`src/rtl/bpsk_tx_ctrl_pkg.sv`:
```
// Shared types and defaults for the BPSK transmit path.
// Also used by the modulator and the receiver.
package bpsk_tx_ctrl_pkg;

  typedef enum logic [1:0] {
    ST_IDLE = 2'd0,
    ST_PRE  = 2'd1,
    ST_DATA = 2'd2,
    ST_TAIL = 2'd3
  } state_e;

  localparam int unsigned LEN_W = 8;

  localparam logic [8:0] DEF_PREAMBLE_WORD = 9'h155;
  localparam logic [8:0] DEF_FILL_WORD     = 9'h1FF;

endpackage

```
`src/rtl/bpsk_symbol_timer.sv`:
```
// Sample counter for one modulator word period.
// Strobes on the last sample of each word while enabled.
module bpsk_symbol_timer
  import bpsk_tx_ctrl_pkg::*;
#(
  parameter int unsigned W = 2304
) (
  input  logic clk,
  input  logic arst,
  input  logic en,
  output logic word_strobe
);

  localparam int unsigned CW = (W > 1) ? $clog2(W) : 1;

  logic [CW-1:0] cnt_q, cnt_d;

  assign word_strobe = en && (cnt_q == CW'(W - 1));

  always_comb begin
    cnt_d = '0;
    if (en && !word_strobe) cnt_d = cnt_q + CW'(1);
  end

  always_ff @(posedge clk or posedge arst) begin
    if (arst) cnt_q <= '0;
    else      cnt_q <= cnt_d;
  end

endmodule

```
`src/rtl/bpsk_tx_ctrl.sv`:
```
// Frame sequencer feeding the BPSK modulator:
// preamble words, then parity-tagged payload words.
module bpsk_tx_ctrl
  import bpsk_tx_ctrl_pkg::*;
#(
  parameter int unsigned DATA_WIDTH      = 8,
  parameter int unsigned SAMPLES_PER_SYM = 256,
  parameter int unsigned PREAMBLE_LEN    = 4,
  parameter logic [DATA_WIDTH:0] PREAMBLE_WORD = DEF_PREAMBLE_WORD,
  parameter logic [DATA_WIDTH:0] FILL_WORD     = DEF_FILL_WORD
) (
  input  logic                  clk,
  input  logic                  arst,
  input  logic                  start,
  input  logic                  abort,
  input  logic [LEN_W-1:0]      frame_len,
  input  logic [DATA_WIDTH-1:0] s_data,
  input  logic                  s_valid,
  output logic                  s_ready,
  output logic                  mod_en,
  output logic [DATA_WIDTH:0]   mod_in,
  output logic                  busy,
  output logic                  done,
  output logic                  underrun
);

  localparam int unsigned W  = (DATA_WIDTH + 1) * SAMPLES_PER_SYM;
  localparam int unsigned PW = $clog2(PREAMBLE_LEN + 1);

  state_e                state_q, state_d;
  logic                  mod_en_q, mod_en_d;
  logic [DATA_WIDTH:0]   mod_in_q, mod_in_d;
  logic                  done_q, done_d;
  logic                  undr_q, undr_d;
  logic [DATA_WIDTH-1:0] buf_q, buf_d;
  logic                  full_q, full_d;
  logic [PW-1:0]         pre_q, pre_d;
  logic [LEN_W-1:0]      sent_q, sent_d;
  logic [LEN_W-1:0]      acc_q, acc_d;
  logic [LEN_W-1:0]      len_q, len_d;

  logic                  strobe;
  logic                  accept;
  logic                  load;
  logic [PW-1:0]         pre_nx;
  logic [DATA_WIDTH:0]   load_word;

  bpsk_symbol_timer #(
    .W(W)
  ) u_timer (
    .clk        (clk),
    .arst       (arst),
    .en         (mod_en_q),
    .word_strobe(strobe)
  );

  assign s_ready = (state_q == ST_PRE || state_q == ST_DATA)
                && !full_q && (acc_q < len_q);
  assign accept  = s_valid && s_ready;
  assign pre_nx  = pre_q + PW'(1);

  // MSB is even parity over the payload; empty buffer sends fill
  assign load_word = full_q ? {^buf_q, buf_q} : FILL_WORD;

  always_comb begin
    state_d  = state_q;
    mod_en_d = mod_en_q;
    mod_in_d = mod_in_q;
    done_d   = 1'b0;
    undr_d   = undr_q;
    buf_d    = buf_q;
    full_d   = full_q;
    pre_d    = pre_q;
    sent_d   = sent_q;
    acc_d    = acc_q;
    len_d    = len_q;
    load     = 1'b0;

    if (accept) begin
      buf_d  = s_data;
      full_d = 1'b1;
      acc_d  = acc_q + LEN_W'(1);
    end

    if (abort && state_q != ST_IDLE) begin
      state_d  = ST_IDLE;
      mod_en_d = 1'b0;
      mod_in_d = '0;
      full_d   = 1'b0;
    end else begin
      unique case (state_q)
        ST_IDLE: begin
          if (start && frame_len != '0) begin
            state_d  = ST_PRE;
            mod_en_d = 1'b1;
            mod_in_d = PREAMBLE_WORD;
            undr_d   = 1'b0;
            len_d    = frame_len;
            pre_d    = '0;
            sent_d   = '0;
            acc_d    = '0;
            full_d   = 1'b0;
          end
        end
        ST_PRE: begin
          if (strobe) begin
            pre_d = pre_nx;
            if (pre_nx == PW'(PREAMBLE_LEN)) begin
              load    = 1'b1;
              state_d = (len_q == LEN_W'(1)) ? ST_TAIL : ST_DATA;
            end
          end
        end
        ST_DATA: begin
          if (strobe) begin
            load = 1'b1;
            if (sent_q + LEN_W'(1) == len_q) state_d = ST_TAIL;
          end
        end
        ST_TAIL: begin
          if (strobe) begin
            state_d  = ST_IDLE;
            mod_en_d = 1'b0;
            mod_in_d = '0;
            done_d   = 1'b1;
          end
        end
        default: state_d = ST_IDLE;
      endcase
    end

    // A full buffer blocks accept, so emptying it here never races
    if (load) begin
      mod_in_d = load_word;
      sent_d   = sent_q + LEN_W'(1);
      if (full_q) full_d = 1'b0;
      else        undr_d = 1'b1;
    end
  end

  always_ff @(posedge clk or posedge arst) begin
    if (arst) begin
      state_q  <= ST_IDLE;
      mod_en_q <= 1'b0;
      mod_in_q <= '0;
      done_q   <= 1'b0;
      undr_q   <= 1'b0;
      buf_q    <= '0;
      full_q   <= 1'b0;
      pre_q    <= '0;
      sent_q   <= '0;
      acc_q    <= '0;
      len_q    <= '0;
    end else begin
      state_q  <= state_d;
      mod_en_q <= mod_en_d;
      mod_in_q <= mod_in_d;
      done_q   <= done_d;
      undr_q   <= undr_d;
      buf_q    <= buf_d;
      full_q   <= full_d;
      pre_q    <= pre_d;
      sent_q   <= sent_d;
      acc_q    <= acc_d;
      len_q    <= len_d;
    end
  end

  assign mod_en   = mod_en_q;
  assign mod_in   = mod_in_q;
  assign busy     = (state_q != ST_IDLE);
  assign done     = done_q;
  assign underrun = undr_q;

endmodule

```
`config.mk`:
```
export PLATFORM = sky130hd
export DESIGN_NAME = bpsk_tx_ctrl
export DESIGN_NICKNAME = d
export VERILOG_FILES = /design/src/rtl/bpsk_tx_ctrl_pkg.sv /design/src/rtl/bpsk_symbol_timer.sv /design/src/rtl/bpsk_tx_ctrl.sv
export SDC_FILE = /design/constraint.sdc
export NUM_CORES = 1
export LEC_CHECK = 0
export CORE_MARGIN = 4
export CORE_UTILIZATION = 45
export DETAILED_ROUTE_END_ITERATION = 8
export PLACE_DENSITY = 0.67
export SLEW_MARGIN = 20
export SYNTH_ARGS = -nofsm -noshare
export SYNTH_HDL_FRONTEND = slang
export SYNTH_SLANG_ARGS = --single-unit
```
`constraint.sdc`:
```
create_clock -name clk -period 2.95 [get_ports clk]
set_input_delay 0.59 -clock clk [delete_from_list [all_inputs] [get_ports clk]]
set_output_delay 0.59 -clock clk [all_outputs]
set_load 0.05 [all_outputs]
```
# == Yosys cells after proc, flatten, opt, wreduce, memory -nomap -nowiden ==
# Cells that the tools add are included.
# Widths: inputs -> output; s select.
# totals
output_inout_bits,14
word_cells,110
input_bits,21
register_bits,62
# op_classes
reduce_logical,25
order_cmp,1
mux,49
addsub,4
eq_ne,18
bitwise,1
# ops
cell,n
$mux 8,8
$mux 9,5
$mux 1,21
$pmux 9 s2,1
$add 8x1->8 const B,2
$mux 2,7
$add 12x1->12 const B,1
$eq 12x12->1 const B,1
$mux 12,1
$ne 3x1->1 const B,4
$reduce_and 3->1,4
$eq 8x1->1 const B,1
$eq 8x8->1,1
$lt 8x8->1,1
$pmux 2 s4,1
$reduce_bool 2->1,4
$reduce_bool 8->1,1
$reduce_xor 8->1,1
$logic_and 1x1->1,7
$mux 3,2
$pmux 3 s2,1
$reduce_and 6->1,1
$eq 2x2->1 const B,2
$ne 2x2->1 const B,2
other kinds (16),18

# == Longest topological paths before layout ==
# depth
ltp_word,11
mapped_depth,10
ltp_nobuf,9

# == Cells and area by module ==
# From an unflattened synthesis, not the netlist that was laid out.
# hier_totals
hier_cells,379
hier_area_um2,3618.5
# by_module_without_submodules
module,n_inst,cells_each,area_each_um2,seq_area_each_um2
bpsk_tx_ctrl,1,321,2999.1,1251.2
bpsk_symbol_timer,1,58,619.3,300.3

# == Worst setup path after synthesis ==
# No wires, ideal clock.
# synth_timing
path_kind,reg2out
startpoint,register len_q[4]
endpoint,output port s_ready
arrival_time_ps,2074
setup_slack_ps,286
n_path_buf,0
stages_incl_launch_ff,8
t_required_ps,2360
path_cell_list,dfrtp_1 -> inv_1 -> ha_1 -> a21o_1 -> a21o_1 -> a21oi_1 -> o21ai_1 -> a21oi_1
# synth_via
elab_chain_cells,2
# synth_rtl
element,line,source
"start, declared",bpsk_tx_ctrl.sv:40,"logic [LEN_W-1:0] len_q, len_d;"
"start signal, assigned",bpsk_tx_ctrl.sv:165,len_q <= len_d;
$lt 8x8->1,bpsk_tx_ctrl.sv:58,&& !full_q && (acc_q < len_q);
$logic_and 1x1->1,bpsk_tx_ctrl.sv:58,
"end, declared",bpsk_tx_ctrl.sv:19,"output logic s_ready,"
# Every way passes these cells.

# == Worst setup path after layout ==
# Same ends and word-level chain as after synthesis.

==> impl_metrics.xml <==
<?xml version="1.0" encoding="UTF-8"?>
<metrics>
  <group name="outcome">
    <metric name="run_status" unit="">finished, final reports clean</metric>
  </group>
  <group name="clock_tree">
    <metric name="cts-root-to-sink-buffers" unit="">2</metric>
    <metric name="cts.clk_slew.worst_paths" unit="ns">0.07</metric>
    <metric name="ctsHtreeMaxLevel" unit="">3</metric>
    <metric name="hold_buffers" unit="">0</metric>
    <metric name="clk_latency" unit="ns">0.34</metric>
    <metric name="cts_tree" unit="">yes</metric>
    <metric name="clockRootBuffer" unit="">clkbuf_8</metric>
    <metric name="cts.repair_timing.setup_buffer_count" unit="">0</metric>
    <metric name="number_of_clock_buffers_inserted_by_tritoncts" unit="">9</metric>
    <metric name="tritoncts_num_sinks" unit="">62</metric>
  </group>
  <group name="logic_synthesis">
    <metric name="largest_family_of_logic_cells_by_synthesized_area" unit="">simple AND/OR/NAND/NOR gates</metric>
    <metric name="synth_sequential_area_ratio" unit="%">46.1</metric>
    <metric name="synth_cell_types" unit="">48</metric>
    <metric name="ys_seq_elements" unit="">62</metric>
    <metric name="multiplexer_share_of_the_synthesized_area" unit="%">0.669</metric>
    <metric name="synth_xor_xnor_area_share" unit="%">8.06</metric>
    <metric name="synth_fa_ha_area_share" unit="%">6.32</metric>
    <metric name="number_of_enable_flip_flop_cells_after_synthesis" unit="">0</metric>
    <metric name="synth_area_per_cell" unit="sq um">9.36</metric>
    <metric name="ys_dominant_reg_cell" unit="">dfrtp_1</metric>
    <metric name="async_reset_ff_share" unit="%">100</metric>
    <metric name="syn-instance-count" unit="">360</metric>
    <metric name="synth_area" unit="sq mm">0.00337</metric>
    <metric name="synthesis.nets" unit="">398</metric>
    <metric name="synth_simple_gate_area_share" unit="%">20.1</metric>
    <metric name="yosys_synthesis_warning_count" unit="">0</metric>
    <metric name="synth-compound-area-share" unit="%">15.3</metric>
  </group>
  <group name="critical_path">
    <metric name="r2r_setup_slk" unit="ns">0.53</metric>
    <metric name="crit_path_start" unit="">len_q[4]</metric>
    <metric name="timing.critical_path.to_type" unit="">primary output</metric>
    <metric name="timing.critical_path.cells" unit="">inv_1 &gt; ha_1 &gt; a21o_1 &gt; a21o_1 &gt; a21oi_1 &gt; o21ai_1 &gt; a21oi_2 &gt; buf_12</metric>
    <metric name="reg2regPathDepth" unit="">9</metric>
    <metric name="critPathKind" unit="">register to primary output</metric>
    <metric name="r2r-start" unit="">len_q[4]</metric>
    <metric name="cp_data_arrival_time" unit="ns">2.17</metric>
    <metric name="timing.critical_path.from_type" unit="">register</metric>
    <metric name="slowest_stage" unit="">dfrtp_1</metric>
    <metric name="critPathCapture" unit="">s_ready</metric>
    <metric name="critical-path-max-stage-delay" unit="ns">0.41</metric>
    <metric name="cp_required" unit="ns">2.36</metric>
    <metric name="worst-path-max-fanout" unit="">5</metric>
    <metric name="critical_path.reg2reg.endpoint" unit="">acc_q[7]</metric>
    <metric name="cell_type_with_the_highest_occurrence_count_on_the_critical_path" unit="">a21o_1</metric>
  </group>
  <group name="detailed_routing">
    <metric name="drc_errors" unit="">0</metric>
    <metric name="postRouteAntennaNets" unit="">0</metric>
    <metric name="drt_iter0_drc" unit="">148</metric>
    <metric name="drt-vias-per-instance" unit="">5.25</metric>
    <metric name="finalWirelength" unit="um">7290</metric>
    <metric name="route.detailed.wl_per_inst" unit="um">14.3</metric>
    <metric name="total_number_of_vias" unit="">2674</metric>
    <metric name="detail_route.first_pass.iterations" unit="">4</metric>
  </group>
  <group name="grt">
    <metric name="groute.usage.overall" unit="%">18.3</metric>
    <metric name="antenna_found_initial" unit="">0</metric>
    <metric name="use_met1" unit="%">24.6</metric>
    <metric name="grt_use_met2" unit="%">28.9</metric>
    <metric name="first_pass_grt_wire_length" unit="um">12800</metric>
    <metric name="busiest_layer" unit="">met2</metric>
    <metric name="globalRoute.totalOverflow" unit="">0</metric>
    <metric name="grt_use_met3" unit="%">3.98</metric>
    <metric name="grt_start_max_net_pins" unit="">38</metric>
    <metric name="first_global_vias" unit="">2671</metric>
  </group>
  <group name="timing">
    <metric name="clock.fmax" unit="MHz">362</metric>
    <metric name="timing.setup.tns" unit="ns">0</metric>
    <metric name="fin_crit" unit="ns">2.76</metric>
    <metric name="drv_slew" unit="">0</metric>
    <metric name="timing.final.crit_share" unit="%">93.7</metric>
    <metric name="worst_slew_margin_rel" unit="%">62.2</metric>
    <metric name="hold-worst-slack" unit="ns">0.498</metric>
    <metric name="hold_violations" unit="">0</metric>
    <metric name="tightestPinTransition" unit="ns">0.563</metric>
    <metric name="grt_setup_unrepaired" unit="">no</metric>
    <metric name="final-setup-viol-count" unit="">0</metric>
    <metric name="clock-skew-final" unit="ns">0.00655</metric>
  </group>
  <group name="finish">
    <metric name="insertedDiodeCount" unit="">0</metric>
    <metric name="fin_nets" unit="">443</metric>
    <metric name="final_layout_size_suffix_gt1_share" unit="%">9.02</metric>
    <metric name="area_growth" unit="%">22.0</metric>
  </group>
  <group name="floorplan">
    <metric name="floorplan.io_pins" unit="">35</metric>
    <metric name="die_w" unit="um">94.5</metric>
    <metric name="floorplan.initialDensity" unit="%">46.4</metric>
    <metric name="die-height" unit="um">94.5</metric>
    <metric name="core.rowCount" unit="">31</metric>
    <metric name="core_region_area" unit="sq mm">0.00725</metric>
    <metric name="design.die.area" unit="sq mm">0.00893</metric>
  </group>
  <group name="power_and_ir_drop">
    <metric name="power.static_leakage" unit="nW">1.85</metric>
    <metric name="ir_drop" unit="mV">0.816</metric>
    <metric name="p_per_area" unit="mW/mm^2">897</metric>
  </group>
  <group name="flow_run">
    <metric name="maxCapViolCount" unit="">0</metric>
  </group>
  <group name="placed_design">
    <metric name="dp_hpwl" unit="um">5440</metric>
    <metric name="finalWeightedCongestion" unit="">0.840</metric>
    <metric name="numPortBuffers" unit="">34</metric>
  </group>
  <group name="hold_path">
    <metric name="hp-class" unit="">register to register</metric>
  </group>
</metrics>
Yosys cell counts (4+ instances only):
cell       n  area (sq um)
dfrtp_1   62          1550
nand2_1   47           176
nor2_1    23          86.3
inv_1     22          82.6
nand3_1   22           110
xnor2_1   21           184
a21oi_1   20           100
o21ai_0   19          95.1
ha_1      17           213
o21ai_1   16          80.1
xor2_1    10          87.6
nor2b_1    7          43.8
and3_1     6          37.5
clkbuf_1   5          18.8
nor3_1     5          25.0
o22a_1     5          43.8
o31ai_1    5          37.5
a21o_1     4          30.0
nand4_1    4          25.0
or3_1      4          25.0
layout make-up:
type	count	area [sq um]
fill	660	3140
timing repair buffer	41	415
tap	99	124
multi-input combinational	269	1700
clock inverter	3	65.1
clock buffer	13	169
sequential	62	1550
inverter	22	82.6
how the worst min path moves through the flow:
| stage | startpoint | end | slack, ns | cells past startpoint |
|---|---|---|---|---|
| after floorplan | pre_q[2] | pre_q[2] | 0.45 | 2 |
| after global routing | sent_q[7] | sent_q[7] | 0.53 | 1 |
| after CTS | pre_q[2] | pre_q[2] | 0.50 | 2 |
| final | sent_q[7] | sent_q[7] | 0.50 | 1 |
| after global placement | pre_q[2] | pre_q[2] | 0.47 | 2 |
| after detailed placement | pre_q[2] | pre_q[2] | 0.48 | 2 |
layer usage:
metal | share of wire (%) | wire length (um) | vias to the layer above
met2 | 46 | 3340 | 60
met5 | 0 | 0 | -
met4 | 1.8 | 133 | 0
li1 | - | - | 1346
met3 | 5.1 | 373 | 13
met1 | 47 | 3450 | 1255
sequential cells by signal, indices dropped and copies added, names as in the netlist:
register,flops
full_q,1
mod_en,1
buf_q,8
sent_q,8
done,1
underrun,1
mod_in,9
state_q,2
acc_q,8
u_timer.cnt_q,12
pre_q,3
len_q,8
placed cells by master (no fill, tap or decap), types with 2 or more instances in the layout:
| cell type | instances |
|---|---|
| o21ai_1 | 16 |
| o21ai_0 | 19 |
| a21oi_1 | 19 |
| and4_1 | 3 |
| buf_4 | 6 |
| xnor2_1 | 21 |
| ha_1 | 17 |
| a211oi_1 | 2 |
| o22ai_1 | 2 |
| o22a_1 | 5 |
| dfrtp_1 | 62 |
| and3_1 | 6 |
| nor3_1 | 5 |
| buf_12 | 2 |
| nand3_1 | 22 |
| bufinv_16 | 2 |
| clkdlybuf4s50_1 | 33 |
| o31ai_1 | 5 |
| nand2_1 | 47 |
| inv_1 | 21 |
| or3_1 | 4 |
| o211ai_1 | 2 |
| mux2_2 | 2 |
| nand4_1 | 4 |
| clkbuf_8 | 12 |
| xor2_1 | 10 |
| nor2_1 | 23 |
| nor2b_1 | 7 |
| nor4_1 | 3 |
| a21o_1 | 4 |
timing repair:
action | in CTS | in global routing
endpoints found under the setup margin | 0 | 1
gates resized for setup | 0 | 1
hold endpoints to repair | 0 | 0
metrics by stage:
step	worst slack [ns]	total power, mW	std cells	utilization, %	cell area [sq um]
3_5_place_dp	0.341	2.83	493	53.4	3870
5_1_grt	0.0352	3.95	509	56.7	4110
3_3_place_gp	0.389	2.80	493	53.4	3870
4_1_cts	0.104	3.72	509	56.6	4110
6_report	0.186	3.69	509	56.7	4110
2_1_floorplan	0.286	2.37	360	-	3370
logic make-up (layout without fill, tap and decap cells):
| family | after synthesis | in the layout |
|---|---|---|
| and+or+nand+nor | 135 | 135 |
| buffers and inverters | 29 | 79 |
| muxes | 2 | 2 |
| adders and majority gates | 17 | 17 |
| DFF | 62 | 62 |
| xor gates and xnor gates | 31 | 31 |
| AOI/OAI and AO/OA | 84 | 84 |
report_power, final:
| part | switching (mW) | internal [mW] |
|---|---|---|
| registers | 0.224 | 1.06 |
| clock network | 0.326 | 0.544 |
| logic | 0.890 | 0.638 |
| total | 1.44 | 2.25 |
worst max-delay path, delay by kind of cell (launching register included):
family,cells,cell delay [ns]
compound gates,5,0.89
flops,1,0.41
fa+ha+maj,1,0.29
buf+inv,2,0.25
No activity file was read; power rests on OpenSTA's default activity.
==> edit 1: new RTL, same flow settings <==
Re-encode `state_e` (4 states) as one-hot, 4 bits wide.
--- a/src/rtl/bpsk_tx_ctrl_pkg.sv
+++ b/src/rtl/bpsk_tx_ctrl_pkg.sv
@@ -3,9 +3,9 @@
 package bpsk_tx_ctrl_pkg;
 
-  typedef enum logic [1:0] {
-    ST_IDLE = 2'd0,
-    ST_PRE  = 2'd1,
-    ST_DATA = 2'd2,
-    ST_TAIL = 2'd3
+  typedef enum logic [3:0] {
+    ST_IDLE = 4'b0001,
+    ST_PRE  = 4'b0010,
+    ST_DATA = 4'b0100,
+    ST_TAIL = 4'b1000
   } state_e;
 
Formal check against the unedited RTL: no difference found for any inputs over 10 cycles, from zero or initial values and one cycle with arst high; not proved beyond that.
==> edit 1 against the unedited design <==
  * Setup slack lost 0.0071 ns
  * Core utilization shrank 0.62 points
  * Count of clock-buffer cells in the layout shrank 3
  * Total power shrank 7.1%
  * Critical path depth shrank 2
  * Clock power shrank 11%
  * Die area grew 4.2%
  * Wire length grew 3.6%
  * Clock skew grew 0.0025 ns
  * Area after synthesis grew 4.6%
  * Sequential cell count grew 2
  * Final cell count grew 2.4%
  * Design area grew 1.6%
  * Largest power group unchanged
==> edit 1: results (changes against the unedited design) <==
[power_and_ir_drop]
total_leakage_power_nw = 1.78  ; -3.8%
p_int_w = 0.00206  ; -8.3%
ir_worst_vdd_uv = 514  ; -37%

[clock_network]
ctsHoldBuffers = 0  ; unchanged
clk_pin_slew_worst_paths_ns = 0.08
cts_buffer_depth = 2  ; unchanged
clk-insertion-delay-late_ns = 0.35
cts_setup_buffers = 0  ; unchanged
numCtsBuffers = 9  ; unchanged
cts_max_level = 3  ; unchanged

[finish]
largest_reg_flops = 12  ; unchanged
regMostFlops = u_timer.cnt_q
instances_no_fill = 521  ; +2.4%
final_layout_size_suffix_gt1_share_pct = 8.77  ; -0.26 points
num_antenna_cells = 0  ; unchanged
nets = 450  ; +1.6%

[global_route]
grtUsageMet3_pct = 4.03  ; +0.044 points
grt_pass1_vias = 2658  ; -0.49%
use_met1_pct = 24.6  ; -0.054 points
grt.met2_usage_pct = 28.0  ; -0.91 points
grt_max_degree = 65  ; +71%
antenna_found_initial = 0  ; unchanged
grt_pass1_wl_mm = 12.8  ; unchanged
grtUsageTotal_pct = 18.0  ; -0.30 points

[logic_synthesis]
synthArstFlopShare_pct = 100  ; unchanged
yosys_warnings = 0  ; unchanged
synth_nets = 416  ; +4.5%
synth_area_leaders = dfrtp_1 45%, nand2_1 6.8%, o21ai_0 5.5%
ys.flop_type = dfrtp_1
syn_inst = 383  ; +6.4%
ys_seq_area_share_pct = 45.5  ; -0.56 points
yosys-top-cells-count = 64 x nand2_1, 63 x dfrtp_1, 39 x o21ai_0
ys_types = 54  ; +13%

[placement]
io_buffers = 34  ; unchanged
gp_congestion = 0.866  ; +3.1%
dpl.cell_count = 505  ; +2.4%
postPlaceCellArea_um2 = 3970  ; +2.5%
dp_slack_ns = 0.222  ; -0.119 ns
place_hpwl_mm = 5.49  ; +0.93%

[routing]
drt-met1-wl_mm = 3.55  ; +3.0%
dr.pass1.iters = 4  ; unchanged
viasPerCell = 5.47  ; +4.2%
avgRoutedWirePerCell_um = 14.5  ; +1.2%
drt_iter0_markers = 121  ; -18%
wl_met3_um = 235  ; -37%
dr.max_layer_used = met4
wl_met2_mm = 3.63  ; +8.8%

[setup_path]
path_max_fanout = 4  ; -1
cp_slowest_cell = a2111oi_4
slowest_delay_ns = 0.45  ; +0.04 ns
worstPathArrival_ns = 2.18
crit_family = compound AO/OA/AOI/OAI gates

[timing]
worstMarginPinSlew_ns = 0.711  ; +0.148 ns
finalClockSkew_ns = 0.00908  ; +0.00254 ns

[run_status]
status = complete, no violations

[min_path]
min_path_type = reg2reg

edit 1: path summary, 6_finish.rpt:
| check | startpoint | end | slack (ns) | cells after the start |
|---|---|---|---|---|
| max in group asynchronous | arst | state_q[0] | 2.02 | 3 |
| min reg2reg | u_timer.cnt_q[0] | u_timer.cnt_q[0] | 0.49 | 1 |
| max reg2reg | acc_q[1] | acc_q[6] | 0.56 | 6 |
| min | u_timer.cnt_q[0] | u_timer.cnt_q[0] | 0.49 | 1 |
| min in group asynchronous | arst | u_timer.cnt_q[1] | 0.62 | 3 |
| max | acc_q[1] | s_ready | 0.18 | 6 |
edit 1: what timing repair did:
action	4_1_cts	5_1_grt
resized for setup	0	1
endpoints found under the setup margin	0	1
hold endpoints to repair	0	0
edit 1: cell families (layout without fill, tap and decap cells):
kind of cell	count (synthesis)	in the layout	share of synthesized area (%)
mux	2	2	0.568
fa+ha+maj	12	12	4.26
xor+xnor	29	29	7.21
buf+inv	34	73	4.16
flops	64	64	45.5
simple gates	156	156	22.7
compound gates	86	86	15.6
edit 1: worst register-to-register path: cells and delay by family (launching register included):
family	cells	cell delay, ns
flops	1	0.43
simple gates	1	0.55
compound gates	4	1.03
fa+ha+maj	1	0.31
edit 1: power by group through the flow:
| stage | Clock [W] | Sequential, W | Combinational, W |
|---|---|---|---|
| finish | 0.000774 | 0.00130 | 0.00135 |
| global route | 0.000849 | 0.00133 | 0.00148 |
| detailed placement | 0 | 0.00131 | 0.00136 |
| global placement | 0 | 0.00131 | 0.00134 |
| CTS | 0.000791 | 0.00130 | 0.00136 |
| floorplan | 0 | 0.00136 | 0.000929 |
edit 1: cell type report:
class	count	area (µm²)
fill	698	3270
multi-input combinational	285	1780
clock buffer	10	138
clock inverter	6	67.6
sequential	64	1600
inverter	20	75.1
tap	99	124
timing repair buffer	37	385
==> edit 2: new RTL, config.mk and constraints unchanged <==
Without the edit above. The parameter `SAMPLES_PER_SYM` goes from 256 to 128.
--- a/src/rtl/bpsk_tx_ctrl.sv
+++ b/src/rtl/bpsk_tx_ctrl.sv
@@ -5,5 +5,5 @@
 #(
   parameter int unsigned DATA_WIDTH      = 8,
-  parameter int unsigned SAMPLES_PER_SYM = 256,
+  parameter int unsigned SAMPLES_PER_SYM = 128,
   parameter int unsigned PREAMBLE_LEN    = 4,
   parameter logic [DATA_WIDTH:0] PREAMBLE_WORD = DEF_PREAMBLE_WORD,
Behaviour: no difference found for any inputs over 10 cycles, from zero or initial values and one cycle with arst high; that may be too few to reach the edited logic, so the function may still have changed.
==> edit 2 against the unedited design <==
  * Design area grew 3.4%
  * Clock power shrank 2%
  * Critical path type unchanged
  * Area after synthesis grew 4.9%
  * First-iteration DRC count shrank 4.7%
  * Sequential cell count shrank 1
  * Total power grew 6.5%
  * Setup slack lost 0.045 ns
  * Wire length grew 9.0%
  * Sequential share of layout area shrank 1.8 points
==> edit 2: results (changes against the unedited design) <==
[run_status]
status = complete, no violations

[power_and_ir_drop]
p_int_w = 0.00234  ; +4.1%
total_leakage_power_nw = 1.80  ; -2.6%
seq_power_share_pct = 32.4  ; -2.5 points
ir_worst_vdd_uv = 736  ; -9.8%
clk-power_w = 0.000852  ; -2%

[setup_path]
path_max_fanout = 6  ; +1
reg2reg_depth = 7  ; -2
setup.worst_path.start = state_q[0]
cp_slowest_cell = clkdlybuf4s50_1
r2r_slack_ns = 0.43  ; -0.10 ns
slowest_delay_ns = 0.85  ; +0.44 ns
worstPathArrival_ns = 2.22  ; +0.05 ns
crit_path_end = busy
regToRegEndpoint = acc_q[6]

[finish]
nets = 451  ; +1.8%
largest_reg_flops = 11  ; -1
num_antenna_cells = 0  ; unchanged
regMostFlops = u_timer.cnt_q
final_layout_size_suffix_gt1_share_pct = 7.89  ; -1.1 points

[global_route]
grtUsageTotal_pct = 18.9  ; +0.61 points
grt_pass1_vias = 2802  ; +4.9%
grt_pass1_wl_mm = 13.5  ; +5.6%
antenna_found_initial = 0  ; unchanged

[clock_network]
cts_max_level = 3  ; unchanged
clk_pin_slew_worst_paths_ns = 0.07  ; about the same
cts_setup_buffers = 0  ; unchanged
post_cts_resized = 0  ; unchanged
numCtsBuffers = 9  ; unchanged
cts_buffer_depth = 2  ; unchanged

[min_path]
min_path_cells = 1  ; unchanged
min_path_type = reg2reg
hp-start = u_timer.cnt_q[0]
hold_path_end = u_timer.cnt_q[0]

[timing]
finalClockSkew_ns = 0.00948  ; +0.00293 ns
fin_ws_ns = 0.140  ; -0.0454 ns
worstMarginPinSlew_ns = 0.719  ; +0.156 ns

[logic_synthesis]
ys_types = 52  ; +8.3%
synth_area_leaders = dfrtp_1 43%, ha_1 6.0%, o21ai_1 4.0%
synth_nets = 412  ; +3.5%
yosys_warnings = 0  ; unchanged
ys.flop_type = dfrtp_1
ys_seq_area_share_pct = 43.2  ; -2.8 points
yosys-top-cells-count = 61 x dfrtp_1, 34 x nand2_1, 28 x o21ai_1

[placement]
gp_congestion = 0.850  ; +1.1%
dp_slack_ns = 0.107  ; -0.235 ns
io_buffers = 34  ; unchanged
place_hpwl_mm = 5.91  ; +8.6%

[routing]
dr.pass1.iters = 5  ; +1
via_count = 2938  ; +9.9%
drt_iter0_markers = 141  ; -4.7%
avgRoutedWirePerCell_um = 15.3  ; +6.7%

## edit 2: cells by family (layout without fill, tap and decap cells)
| kind of cell | after synthesis | count (layout) | synth area share, % |
|---|---|---|---|
| and+or+nand+nor | 120 | 120 | 17.6 |
| AOI/OAI and AO/OA | 104 | 104 | 19.8 |
| DFF | 61 | 61 | 43.2 |
| buffers and inverters | 40 | 84 | 4.68 |
| xor gates and xnor gates | 22 | 22 | 5.46 |
| adders and majority gates | 17 | 17 | 6.02 |
| muxes | 10 | 10 | 3.19 |
## edit 2: cell type report
type                            instances  area [µm²]
Fill cell                             686        3440
Multi-Input combinational cell        273        1860
Sequential cell                        61        1530
Timing Repair Buffer                   41         415
Clock buffer                           12         155
Tap cell                              102         128
Inverter                               27         101
Clock inverter                          4        70.1
## edit 2: per-layer routing
metal | vias up | GRT usage, % | wire, µm
met3 | 14 | 2.94 | 300
met1 | 1422 | 26.0 | 3790
met2 | 83 | 29.5 | 3710
met5 | - | 0 | 0
li1 | 1419 | - | -
met4 | 0 | 8.29 | 146
## edit 2: critical path, delay by kind of cell (launching register included)
family / cells / cell delay, ns
buf+inv: 3 / 1.15
fa+ha+maj: 1 / 0.27
flops: 1 / 0.45
## edit 2: stage by stage
step / hold WS, ns / util [%] / std cells / cell area [µm²] / total power [W]
5_1_grt: 0.489 / 55.3 / 520 / 4250 / 0.00419
3_3_place_gp: 0.448 / 52.2 / 504 / 4010 / 0.00301
4_1_cts: 0.459 / 55.1 / 520 / 4240 / 0.00393
2_1_floorplan: 0.424 / - / 374 / 3530 / 0.00255
3_5_place_dp: 0.449 / 52.2 / 504 / 4010 / 0.00306
6_report: 0.461 / 55.3 / 520 / 4250 / 0.00393
